### src/rtl/my_div16.sv
// my_div16 - sequential restoring (shift-and-subtract) divider.
//
// Produces one quotient bit per clock over WIDTH iterations. Operands enter
// through a valid/ready handshake. The result is held in registers until the
// consumer takes it through a second valid/ready handshake.
//
// Timing:
//   - Normal divide: out_valid rises 16 clocks after the accepting edge.
//   - Divide by zero: skips the iteration loop, and out_valid is high in the
//     cycle that follows the accepting edge.
//
// Ports:
//   clk        system clock, all state updates on the rising edge
//   rst        synchronous active-high reset
//   in_valid   operands a/b are valid
//   in_ready   divider is idle and can accept operands (from state and rst)
//   a          dividend
//   b          divisor
//   out_valid  quotient/remainder/div_zero hold a valid result
//   out_ready  consumer accepts the result (only looked at while DONE)
//   quotient   registered quotient (all ones on divide by zero)
//   remainder  registered remainder (equals a on divide by zero)
//   div_zero   result came from a divide by zero
//
// Configuration macro:
//   MY_DIV16_SIGNED_EN
//     Defined: operands are two's-complement. Magnitudes are divided, and the
//     signs are fixed up when the result registers are loaded. This is
//     truncating division: the remainder takes the sign of the dividend.
//     Undefined (default): plain unsigned division with no sign logic.

module my_div16 #(
  parameter int WIDTH = 16
) (
  input  logic             clk,
  input  logic             rst,
  input  logic             in_valid,
  output logic             in_ready,
  input  logic [WIDTH-1:0] a,
  input  logic [WIDTH-1:0] b,
  output logic             out_valid,
  input  logic             out_ready,
  output logic [WIDTH-1:0] quotient,
  output logic [WIDTH-1:0] remainder,
  output logic             div_zero
);

  localparam int                CNT_W     = $clog2(WIDTH);
  localparam logic [CNT_W-1:0]  LAST_ITER = CNT_W'(WIDTH - 1);

  typedef enum logic [1:0] {
    IDLE = 2'd0,
    RUN  = 2'd1,
    DONE = 2'd2
  } state_t;

  state_t           state_r;
  state_t           state_nxt_s;

  logic [WIDTH-1:0] rem_r;      // partial remainder
  logic [WIDTH-1:0] dvd_r;      // dividend bits shifting out, quotient bits shifting in
  logic [WIDTH-1:0] dvs_r;      // latched divisor (magnitude in signed mode)
  logic [CNT_W-1:0] cnt_r;      // iteration counter

  logic             accept_s;
  logic             b_zero_s;
  logic             last_iter_s;
  logic [WIDTH:0]   shifted_s;
  logic             qbit_s;
  logic [WIDTH-1:0] diff_s;
  logic [WIDTH-1:0] rem_next_s;
  logic [WIDTH-1:0] quo_next_s;
  logic [WIDTH-1:0] a_op_s;
  logic [WIDTH-1:0] b_op_s;
  logic [WIDTH-1:0] q_load_s;
  logic [WIDTH-1:0] r_load_s;

`ifdef MY_DIV16_SIGNED_EN
  logic neg_q_r;                // quotient negative: operand signs differ
  logic neg_r_r;                // remainder negative: dividend negative

  function automatic logic [WIDTH-1:0] negate(input logic [WIDTH-1:0] v);
    return ~v + WIDTH'(1);
  endfunction

  function automatic logic [WIDTH-1:0] magnitude(input logic [WIDTH-1:0] v);
    logic [WIDTH-1:0] m;
    if (v[WIDTH-1]) begin
      m = negate(v);
    end else begin
      m = v;
    end
    return m;
  endfunction
`endif

  assign in_ready    = (state_r == IDLE) && !rst;
  assign accept_s    = in_valid && in_ready;
  assign b_zero_s    = (b == {WIDTH{1'b0}});
  assign last_iter_s = (cnt_r == LAST_ITER);

  // One restoring step. The full partial remainder is kept in the shift so
  // that divisors above 2^(WIDTH-1) still work. When shifted >= divisor,
  // the difference is below the divisor and fits in WIDTH bits.
  always_comb begin
    shifted_s  = {rem_r, dvd_r[WIDTH-1]};
    qbit_s     = (shifted_s >= {1'b0, dvs_r});
    diff_s     = shifted_s[WIDTH-1:0] - dvs_r;
    rem_next_s = shifted_s[WIDTH-1:0];
    if (qbit_s) begin
      rem_next_s = diff_s;
    end else begin
      rem_next_s = shifted_s[WIDTH-1:0];
    end
    quo_next_s = {dvd_r[WIDTH-2:0], qbit_s};
  end

  // Operand conditioning on accept, and result fixup on the DONE load.
  always_comb begin
    a_op_s   = a;
    b_op_s   = b;
    q_load_s = quo_next_s;
    r_load_s = rem_next_s;
`ifdef MY_DIV16_SIGNED_EN
    a_op_s = magnitude(a);
    b_op_s = magnitude(b);
    if (neg_q_r) begin
      q_load_s = negate(quo_next_s);
    end else begin
      q_load_s = quo_next_s;
    end
    if (neg_r_r) begin
      r_load_s = negate(rem_next_s);
    end else begin
      r_load_s = rem_next_s;
    end
`endif
  end

  // State register.
  always_ff @(posedge clk) begin
    if (rst) begin
      state_r <= IDLE;
    end else begin
      state_r <= state_nxt_s;
    end
  end

  // Next-state logic.
  always_comb begin
    state_nxt_s = state_r;
    case (state_r)
      IDLE: begin
        if (accept_s) begin
          if (b_zero_s) begin
            state_nxt_s = DONE;
          end else begin
            state_nxt_s = RUN;
          end
        end else begin
          state_nxt_s = IDLE;
        end
      end
      RUN: begin
        if (last_iter_s) begin
          state_nxt_s = DONE;
        end else begin
          state_nxt_s = RUN;
        end
      end
      DONE: begin
        if (out_ready) begin
          state_nxt_s = IDLE;
        end else begin
          state_nxt_s = DONE;
        end
      end
      default: state_nxt_s = IDLE;
    endcase
  end

  // Datapath and result registers.
  always_ff @(posedge clk) begin
    if (rst) begin
      rem_r     <= {WIDTH{1'b0}};
      dvd_r     <= {WIDTH{1'b0}};
      dvs_r     <= {WIDTH{1'b0}};
      cnt_r     <= {CNT_W{1'b0}};
      quotient  <= {WIDTH{1'b0}};
      remainder <= {WIDTH{1'b0}};
      out_valid <= 1'b0;
      div_zero  <= 1'b0;
    end else begin
      case (state_r)
        IDLE: begin
          if (accept_s) begin
            if (b_zero_s) begin
              quotient  <= {WIDTH{1'b1}};
              remainder <= a;
              div_zero  <= 1'b1;
              out_valid <= 1'b1;
            end else begin
              rem_r    <= {WIDTH{1'b0}};
              dvd_r    <= a_op_s;
              dvs_r    <= b_op_s;
              cnt_r    <= {CNT_W{1'b0}};
              div_zero <= 1'b0;
            end
          end
        end
        RUN: begin
          rem_r <= rem_next_s;
          dvd_r <= quo_next_s;
          cnt_r <= cnt_r + CNT_W'(1);
          if (last_iter_s) begin
            quotient  <= q_load_s;
            remainder <= r_load_s;
            out_valid <= 1'b1;
          end
        end
        DONE: begin
          if (out_ready) begin
            out_valid <= 1'b0;
          end
        end
        default: begin
          out_valid <= 1'b0;
        end
      endcase
    end
  end

`ifdef MY_DIV16_SIGNED_EN
  // Sign flags captured with the operands, applied when the result is loaded.
  always_ff @(posedge clk) begin
    if (rst) begin
      neg_q_r <= 1'b0;
      neg_r_r <= 1'b0;
    end else if (accept_s) begin
      neg_q_r <= a[WIDTH-1] ^ b[WIDTH-1];
      neg_r_r <= a[WIDTH-1];
    end
  end
`endif

endmodule

### config.mk
export PLATFORM = sky130hd
export DESIGN_NAME = my_div16
export DESIGN_NICKNAME = d
export VERILOG_FILES = /design/src/rtl/my_div16.sv
export SDC_FILE = /design/constraint.sdc
export NUM_CORES = 1
export LEC_CHECK = 0
export CORE_MARGIN = 1.5
export CORE_UTILIZATION = 35
export DETAILED_ROUTE_END_ITERATION = 10
export MAX_ROUTING_LAYER = met4
export PLACE_DENSITY = 0.66
export SYNTH_ARGS = -nofsm -noshare
export SYNTH_HDL_FRONTEND = slang
export SYNTH_SLANG_ARGS = --single-unit
### constraint.sdc
create_clock -name clk -period 2.1 [get_ports clk]
set_input_delay 0.21 -clock clk [delete_from_list [all_inputs] [get_ports clk]]
set_output_delay 0.21 -clock clk [all_outputs]
set_load 0.005 [all_outputs]
==> results of run 1 <==
==> cell usage in the layout, fill, tap and decap left out, drive strengths merged, types with 3 or more instances in the layout <==
cell	n
clkbuf	13
a22oi	6
a31oi	3
xor2	5
clkdlybuf4s50	69
dfxtp	88
nand2	93
nand2b	4
o22ai	5
nand4	5
a21oi	45
xnor2	8
ha	17
nor3	39
o21ai	23
mux2i	14
or3	5
buf	117
nand3	4
nor2	67
a21o	8
o21a	4
a211oi	4
a311oi	20
nor3b	4
inv	23
nor4	5
==> cell type report <==
cell class,count,area [um2]
inverters,22,82.6
fillers,1051,5170
well taps,168,210
flip-flops and latches,88,1780
clock inverters,4,52.6
repair buffers,187,1650
multi-input cells,408,2910
clock buffers,12,246
==> flip-flops by register name (all words and copies together), names as in the netlist <==
| register | flops |
|---|---|
| dvd_r | 16 |
| dvs_r | 16 |
| quotient | 16 |
| rem_r | 16 |
| remainder | 16 |
| cnt_r | 4 |
| state_r | 2 |
| div_zero | 1 |
| out_valid | 1 |
==> worst paths after layout <==
kind                            startpoint             to  depth (start not counted)  slack [ns]
worst min register to register    dvs_r[9]       dvs_r[9]                          2        0.45
worst max-delay path             dvd_r[15]  remainder[12]                         11       -0.19
worst max register to register   dvd_r[15]  remainder[12]                         11       -0.19
worst min-delay path              dvs_r[9]       dvs_r[9]                          2        0.45
==> critical path: stages (launching register included) <==
cell and delay, ns:
dfxtp_2 0.33, inv_2 0.08, ha_4 0.14, inv_2 0.04, fa_2 0.34, a21oi_2 0.18, o211ai_1 0.14, a2111oi_2 0.33
nor3_1 0.11, xor2_1 0.16, nand2b_1 0.11, a311oi_1 0.24
==> report_power, final <==
part	switching [mW]	leakage [nW]	internal, mW	total, mW
sequential	0.0985	0.721	1.76	1.86
combinational	1.59	1.77	1.97	3.55
clock	0.697	0.147	0.961	1.66
==> routing by layer <==
| metal | GRT usage, % | vias up | share of wire (%) |
|---|---|---|---|
| li1 | - | 2273 | - |
| met1 | 26.7 | 2159 | 45 |
| met2 | 36.2 | 138 | 48 |
| met3 | 3.07 | 32 | 4.5 |
| met4 | 10.9 | 0 | 3.1 |
| met5 | - | - | 0 |
==> what timing repair did <==
action / in CTS / in global routing
buffers inserted: 20 / 6
endpoints found under the setup margin: 34 / 68
gates resized for setup: 88 / 23
pin swaps: 18 / 10
hold buffers: 0 / 0
cloned: 0 / 1
==> kinds of logic after synthesis <==
logic type / share of synthesized area (%)
simple gates: 22.9
xor+xnor: 2.61
buf+inv: 5.42
flops: 40.4
compound gates: 19.6
mux: 3.81
fa+ha+maj: 5.33
==> metrics by stage <==
stage / setup slack (ns) / instances / hold slack, ns / util [%] / setup TNS, ns
after CTS: -0.142 / 884 / 0.456 / 55.9 / -1.54
final: -0.189 / 889 / 0.454 / 57.3 / -3.54
after global routing: -0.407 / 889 / 0.471 / 57.3 / -7.03
after floorplan: -0.0759 / 553 / 0.338 / - / -0.493
after detailed placement: -0.359 / 848 / 0.447 / 49.0 / -20.00
after global placement: -0.325 / 848 / 0.447 / 49.0 / -14.35
==> metrics.md, run 1 <==
| Metric | Value |
|---|---|
| Status | finished with violations |
| Failing checks | negative setup slack |
| Area share of the largest cell type after synthesis | 40.4% |
| CTS sink count | between 80 and 90 |
| DRT iter0 DRCs | between 300 and 400 |
| Mapped Cells | 553 |
| Overall power | 7.08 mW |
| Die Wd | between 100 and 150 um |
| Routed WL per cell | 15.3 um |
| Num CTS Buffers | 9 |
| Drt first pass iters | 5 |
| Placed inst area | 5930 um2 |
| Fraction of layout cells with a size suffix above 1 | a little under a third |
| Core area | 12100 um2 |
| Final net count | 770 |
| Final Cycle Share | 109% |
| DRC violations left | 0 |
| GR Util All Layers | 22.1% |
| Post-layout min period | approximately 2.3 ns |
| Worst vdd ir | between 0.5 and 0.6 mV |
| Post-synth cell types | slightly above 50 |
| Congestion Overflow GR | 0 |
| CTS root buffer | clkbuf_16 |
| Total Routed Length | approximately 14000 um |
| Global-route wire length before repair | roughly 22000 um |
| Register area share after synthesis | between 40% and 50% |
| Primary FF master, synth | dfxtp_1 |
| Via count of the first global-routing pass | 4532 |
| EDFF count, synth | 0 |
| Worst Tran Pin Value | around 0.8 ns |
| Worst skew pair latency | 0.35 ns |
| Vias post-DR | 4602 |
| Largest net degree at the start of global routing | between 70 and 80 |
| Worst hold path type | reg -> reg |
| Count leader, synth | nand2_1 |
| Maxcap violations | 0 |
| Synth cell count leaders | nand2_1, dfxtp_1, nor2_1, a21oi_1, nor3_1 |
| Final instance area | 6940 um2 |
| Vias/cell | 5.18 |
| Clock skew | 0.00566 ns |
| Relative slew slack | 46.9% |
| Clock buffer depth | 2 |
| CP arrival | 2.55 ns |
| Mapped Area | roughly 4400 um2 |
| CTS tree | done |
| CP required | 2.36 ns |
| RSZ-0062 raised after global routing | true |
| Power Dens Cells | approximately 1000 nW/um2 |
| Largest cells by area after synthesis | dfxtp_1, nand2_1, nor2_1 |
| Detail Route Antenna Nets | 0 |
| LEAKAGE | 2.64 nW |
| Placed wire-length estimate | approximately 9400 um |
| CP endpoint kind | flop |
| Achievable Freq | 0.437 GHz |
| Port Buf Inserts | 70 |
| Final hold violation count | 0 |
| # diodes | 0 |
| Setup-failing EPs final | 34 |
| Worst-path clk slew | 0.07 ns |
| FF+latch count, synth | 88 |
| Initial Util | 36.0% |
| Synthesized net count | ~610 |
| Startpoint types | flop |
| Initial antenna violation count | 0 |
| Die area | roughly 13000 um2 |
| Mean area per synthesized cell | 7.89 um2 |
| Largest area contributor in the netlist | dfxtp_1 |
| Warnings, synthesis | 0 |
| GPL Wtd Cong | 0.948 |
| Crit path max fanout | 2 |
| Layout Area Growth over Synthesis | 58.9% |
| Die H | 115 um |
| Boundary Pins | 71 |
| Count of pins over their slew limit | 0 |
| Max H-tree Level | 3 |
| Post-synth ARST share | 0% |
| Min setup slack post-route | -0.189 ns |
| Row count | 40 |
| Setup CP Type | reg -> reg |
Power figures use the tool's default switching activity.
==> run 2: changes to the inputs <==
--- a/config.mk
+++ b/config.mk
@@ -5,6 +5,7 @@
 export SDC_FILE = /design/constraint.sdc
 export NUM_CORES = 1
 export LEC_CHECK = 0
+export CORE_ASPECT_RATIO = 0.75
 export CORE_MARGIN = 1.5
 export CORE_UTILIZATION = 35
 export DETAILED_ROUTE_END_ITERATION = 10
==> metrics.md, run 2 (synthesis results as in run 1) <==
| Metric | Value |
|---|---|
| Crit path max fanout | 2 |
| Die Wd | 132 um |
| Setup tns final | -3.35 ns |
| Count of pins over their slew limit | 0 |
| Hold Startpoint | b[12] |
| Max H-tree Level | 3 |
| Initial Util | 35.7% |
| Hold_ws | 0.441 ns |
| Final Core Density | 58.0% |
| Die area | approximately 13000 um2 |
| Post-place setup slack | -0.534 ns |
| Placed insts | around 850 |
| Min setup slack post-route | -0.235 ns |
| Clock skew | 0.00549 ns |
| Clock buffer depth | 2 |
| Setup CP Type | reg -> reg |
| Met2 usage | 34.4% |
| Final Cycle Share | 111% |
| Worst path cell trace | ha_4 > inv_2 > fa_2 > a21oi_2 > o211ai_1 > a2111oi_2 > nor3_1 > xor2_1 > nand2b_1 > a311oi_1 |
| Vias/cell | 5.24 |
| CTS Hold Bufs | 0 |
| GPL Wtd Cong | 0.937 |
| Status | finished with violations |
| Num CTS Buffers | 9 |
| M1 GR Usage | 30.8% |
| Fraction of layout cells with a size suffix above 1 | 34.5% |
| Layout Area Growth over Synthesis | 62.3% |
| Worst skew pair latency | 0.34 ns |
| Drt first pass iters | 7 |
| Power Dens Cells | just over 1000 nW/um2 |
| DRC violations left | 0 |
| Final non-filler cell total | 890 |
| Met3 usage | 5.35% |
| CP max stage cell | dfxtp_2 |
| Vias post-DR | 4668 |
| Final hold violation count | 0 |
| Worst r2r src | dvs_r[0] |
| Relative slew slack | slightly above 50% |
| Most frequent cells in the layout | buf_4, nand2_1, dfxtp_1, clkdlybuf4s50_1, nor2_1 |
| LEAKAGE | 2.69 nW |
| DRT iter0 DRCs | between 300 and 400 |
| Worst hold path type | in -> reg |
| Post-layout min period | 2.33 ns |
| CP arrival | 2.57 ns |
| Largest net degree at the start of global routing | 45 |
| Via count of the first global-routing pass | 4545 |
| Global-route wire length before repair | roughly 23000 um |
| Maxcap violations | 0 |
| Detail Route Antenna Nets | 0 |
| GRT Max-Usage Layer | met2 |
| Critical path launch point | dvs_r[0] |
| GR Util All Layers | 22.7% |
| CTS root buffer | clkbuf_16 |
| CP endpoint kind | flop |
| Crit path largest cell delay | 0.37 ns |
| Placed wire-length estimate | 10400 um |
| Core area | about 12000 um2 |
| RSZ-0062 raised after global routing | true |
| Boundary Pins | 71 |
| # diodes | 0 |
| Most common cell after layout, fill and taps aside | buf_4 |
| Routed WL per cell | 16.6 um |
| Initial antenna violation count | 0 |
| Worst vdd ir | 0.544 mV |
| CTS tree | done |
| Failing checks | negative setup slack |
| Worst Tran Pin Value | 0.723 ns |
| CTS sink count | 88 |
| Total Routed Length | ~15000 um |
| Startpoint types | flop |
| Congestion Overflow GR | 0 |
| Achievable Freq | 0.428 GHz |
| Final net count | 773 |
| Die H | 99.7 um |
| CP required | 2.34 ns |
| Setup-failing EPs final | 33 |
| Row count | 35 |
| Port Buf Inserts | 70 |
| Worst-path clk slew | 0.06 ns |
==> run 2: changes by cell type in the layout (fill, tap and decap cells not counted), moves of 3 or more <==
cell / change
a21oi_1: -3
a21oi_2: +4
dfxtp_1: -3
dfxtp_2: +4
ha_1: -3
ha_4: +3
inv_1: -9
inv_2: +8
o21ai_1: -4
o21ai_2: +4
==> run 2: routing by layer <==
| metal | wire, um | part of all wire [%] |
|---|---|---|
| met5 | 0 | 0 |
| met4 | 223 | 1.5 |
| met3 | 694 | 4.7 |
| met2 | 6750 | 46 |
| met1 | 7070 | 48 |
==> run 2: final cells by class <==
type | instances | area [um2]
Fill cell | 1033 | 5130
Clock inverter | 4 | 52.6
Multi-Input combinational cell | 408 | 3000
Timing Repair Buffer | 190 | 1710
Sequential cell | 88 | 1780
Inverter | 22 | 85.1
Tap cell | 166 | 208
Clock buffer | 12 | 256
==> run 2: path summary, 6_finish.rpt <==
path / end / slack (ns) / cells past startpoint
hold / removal: dvs_r[12] / 0.44 / 3
setup / recovery: remainder[12] / -0.23 / 10
hold reg to reg: dvs_r[13] / 0.46 / 2
setup reg to reg: remainder[12] / -0.23 / 10
==> run 2: repair_timing <==
| action | CTS | global route |
|---|---|---|
| pin swaps | 38 | 27 |
| cloned | 1 | 0 |
| resized for setup | 101 | 36 |
| buffers inserted | 11 | 10 |
| endpoints found under the setup margin | 68 | 68 |
==> run 2: report_power, final <==
group / total, mW / internal (mW) / switching (mW)
logic: 3.79 / 2.11 / 1.69
clock network: 1.65 / 0.990 / 0.665
registers: 1.86 / 1.77 / 0.0939
total: 7.31 / 4.86 / 2.45
==> run 2: critical path: cells and delay by family, from the launching register on <==
family	cells	cell delay, ns
AND/OR/NAND/NOR	2	0.23
flip-flops	1	0.37
buffers and inverters	1	0.04
AO/OA/AOI/OAI	4	0.93
XOR/XNOR	1	0.15
adder cells (fa/ha/maj)	2	0.52
==> run 2: metrics by stage <==
step / total power [mW] / cell area [um2]
2_1_floorplan: 3.20 / 4460
3_3_place_gp: 3.97 / 6010
3_5_place_dp: 4.01 / 6010
4_1_cts: 6.73 / 6840
5_1_grt: 7.60 / 7090
6_report: 7.31 / 7090
==> run 3: changes to the inputs <==
--- a/config.mk
+++ b/config.mk
@@ -6,11 +6,12 @@
 export NUM_CORES = 1
 export LEC_CHECK = 0
 export CORE_ASPECT_RATIO = 0.75
-export CORE_MARGIN = 1.5
+export CORE_MARGIN = 2
 export CORE_UTILIZATION = 35
 export DETAILED_ROUTE_END_ITERATION = 10
 export MAX_ROUTING_LAYER = met4
 export PLACE_DENSITY = 0.66
+export SLEW_MARGIN = 20
 export SYNTH_ARGS = -nofsm -noshare
 export SYNTH_HDL_FRONTEND = slang
 export SYNTH_SLANG_ARGS = --single-unit
==> metrics.md, run 3 (synthesis results as in run 1) <==
| Metric | Value |
|---|---|
| Status | finished with violations |
| Failing checks | negative setup slack |
| Drt first pass iters | 5 |
| Die area | about 13000 um2 |
| CTS Hold Bufs | 0 |
| Routed WL per cell | approximately 17 um |
| Worst Tran Pin Value | ~0.67 ns |
| Critical path's most frequent cell | inv_2 |
| CP endpoint kind | flop |
| Worst path cell trace | inv_2 > ha_4 > inv_2 > fa_2 > a21oi_4 > o211ai_1 > a2111oi_2 > nor3_1 > xor2_1 > nand2b_4 > a311oi_2 |
| Worst hold path type | in -> reg |
| CTS tree | done |
| CTS root buffer | clkbuf_16 |
| Relative slew slack | 55.4% |
| GPL Wtd Cong | 0.924 |
| Congestion Overflow GR | 0 |
| Max H-tree Level | 3 |
| Global-route wire length before repair | between 20000 and 25000 um |
| Total Routed Length | 14900 um |
| CTS sink count | 88 |
| Port Buf Inserts | 70 |
| Worst-path clk slew | 0.06 ns |
| Most frequent cells in the layout | buf_4, nand2_1, dfxtp_1, clkdlybuf4s50_1, nor2_1 |
| DRT iter0 DRCs | approximately 360 |
| Maxcap violations | 0 |
| DRC violations left | 0 |
| Delay-heaviest family, CP | compound AO/OA/AOI/OAI gates |
| Clock buffer depth | 2 |
| Setup-failing EPs final | 34 |
| Post-layout min period | around 2.4 ns |
| # diodes | 0 |
| CP max stage cell | a2111oi_2 |
| RSZ-0062 raised after global routing | true |
| Post-place setup slack | -0.368 ns |
| Min setup slack post-route | -0.348 ns |
| Largest net degree at the start of global routing | between 50 and 60 |
| Vias/cell | 5.29 |
| Placed wire-length estimate | 10300 um |
| Num CTS Buffers | 9 |
| Initial antenna violation count | 0 |
| Worst vdd ir | 0.715 mV |
| CP arrival | 2.71 ns |
| Initial Util | 35.7% |
| WP buf/inv | 2 |
| Row count | 35 |
| Core area | 12200 um2 |
| Worst skew pair latency | 0.35 ns |
| Power Dens Cells | around 1100 nW/um2 |
| CP required | 2.36 ns |
| Die Wd | 133 um |
| Overall power | 7.66 mW |
| Most common cell after layout, fill and taps aside | buf_4 |
| Startpoint types | flop |
| Boundary Pins | 71 |
| Layout Area Growth over Synthesis | 63.2% |
| Count of pins over their slew limit | 0 |
| Via count of the first global-routing pass | 4417 |
| GR Util All Layers | 21.9% |
| Final hold violation count | 0 |
| Achievable Freq | 0.408 GHz |
| Final Cycle Share | 117% |
| Crit path max fanout | 3 |
| LEAKAGE | 2.70 nW |
| Vias post-DR | 4700 |
| Clock skew | ~0.0068 ns |
| Die H | 101 um |
| Detail Route Antenna Nets | 0 |
| Crit path largest cell delay | approximately 0.38 ns |
| Fraction of layout cells with a size suffix above 1 | 32.6% |
| Final net count | 772 |
| Setup CP Type | reg -> reg |
[run 3: timing repair]
item | CTS | global route
pin swaps | 23 | 36
cloned | 1 | 1
gates resized for setup | 75 | 56
endpoints found under the setup margin | 37 | 44
setup buffers | 6 | 17
[run 3: metal layers]
metal	routed length, um	track usage [%]	share of wire, %
met1	6740	29.5	45
met5	0	-	0
met4	289	5.71	1.9
met3	1080	5.13	7.2
met2	6770	33.0	46
[run 3: per-stage QoR]
| stage | TNS, ns | instance area [um2] | cells | hold slack, ns | util (%) |
|---|---|---|---|---|---|
| after floorplan | -0.493 | 4460 | 553 | 0.338 | - |
| after global placement | -18.46 | 6000 | 852 | 0.446 | 49.1 |
| after detailed placement | -20.49 | 6000 | 852 | 0.452 | 49.1 |
| after CTS | -4.39 | 6700 | 874 | 0.441 | 54.8 |
| after global routing | -8.47 | 7120 | 889 | 0.467 | 58.3 |
| final | -5.59 | 7120 | 889 | 0.438 | 58.3 |
[run 3: worst reg2reg max path, delay by kind of cell (launching register included)]
kind | cells | cell delay [ns]
compound gates | 4 | 0.90
xor+xnor | 1 | 0.28
fa+ha+maj | 2 | 0.50
buf+inv | 2 | 0.12
flops | 1 | 0.33
simple gates | 2 | 0.22
[run 3: cell type report]
type / instances / area, um2
Clock buffer: 9 / 225
Clock inverter: 7 / 70.1
Fill cell: 1035 / 5090
Inverter: 22 / 85.1
Multi-Input combinational cell: 408 / 3010
Sequential cell: 88 / 1780
Tap cell: 166 / 208
Timing Repair Buffer: 189 / 1750
[run 3: worst paths after layout]
kind,startpoint,endpoint,slack [ns],cells past startpoint
min,rst,rem_r[13],0.44,3
min reg2reg,dvs_r[9],dvs_r[9],0.46,2
max,dvd_r[15],remainder[12],-0.35,11
max reg2reg,dvd_r[15],remainder[12],-0.35,11
[run 3: where the power goes]
| part | internal [mW] | total, mW | switching [mW] |
|---|---|---|---|
| combinational | 2.37 | 4.18 | 1.81 |
| clock | 0.924 | 1.62 | 0.695 |
| sequential | 1.76 | 1.86 | 0.0952 |
| total | 5.06 | 7.66 | 2.60 |
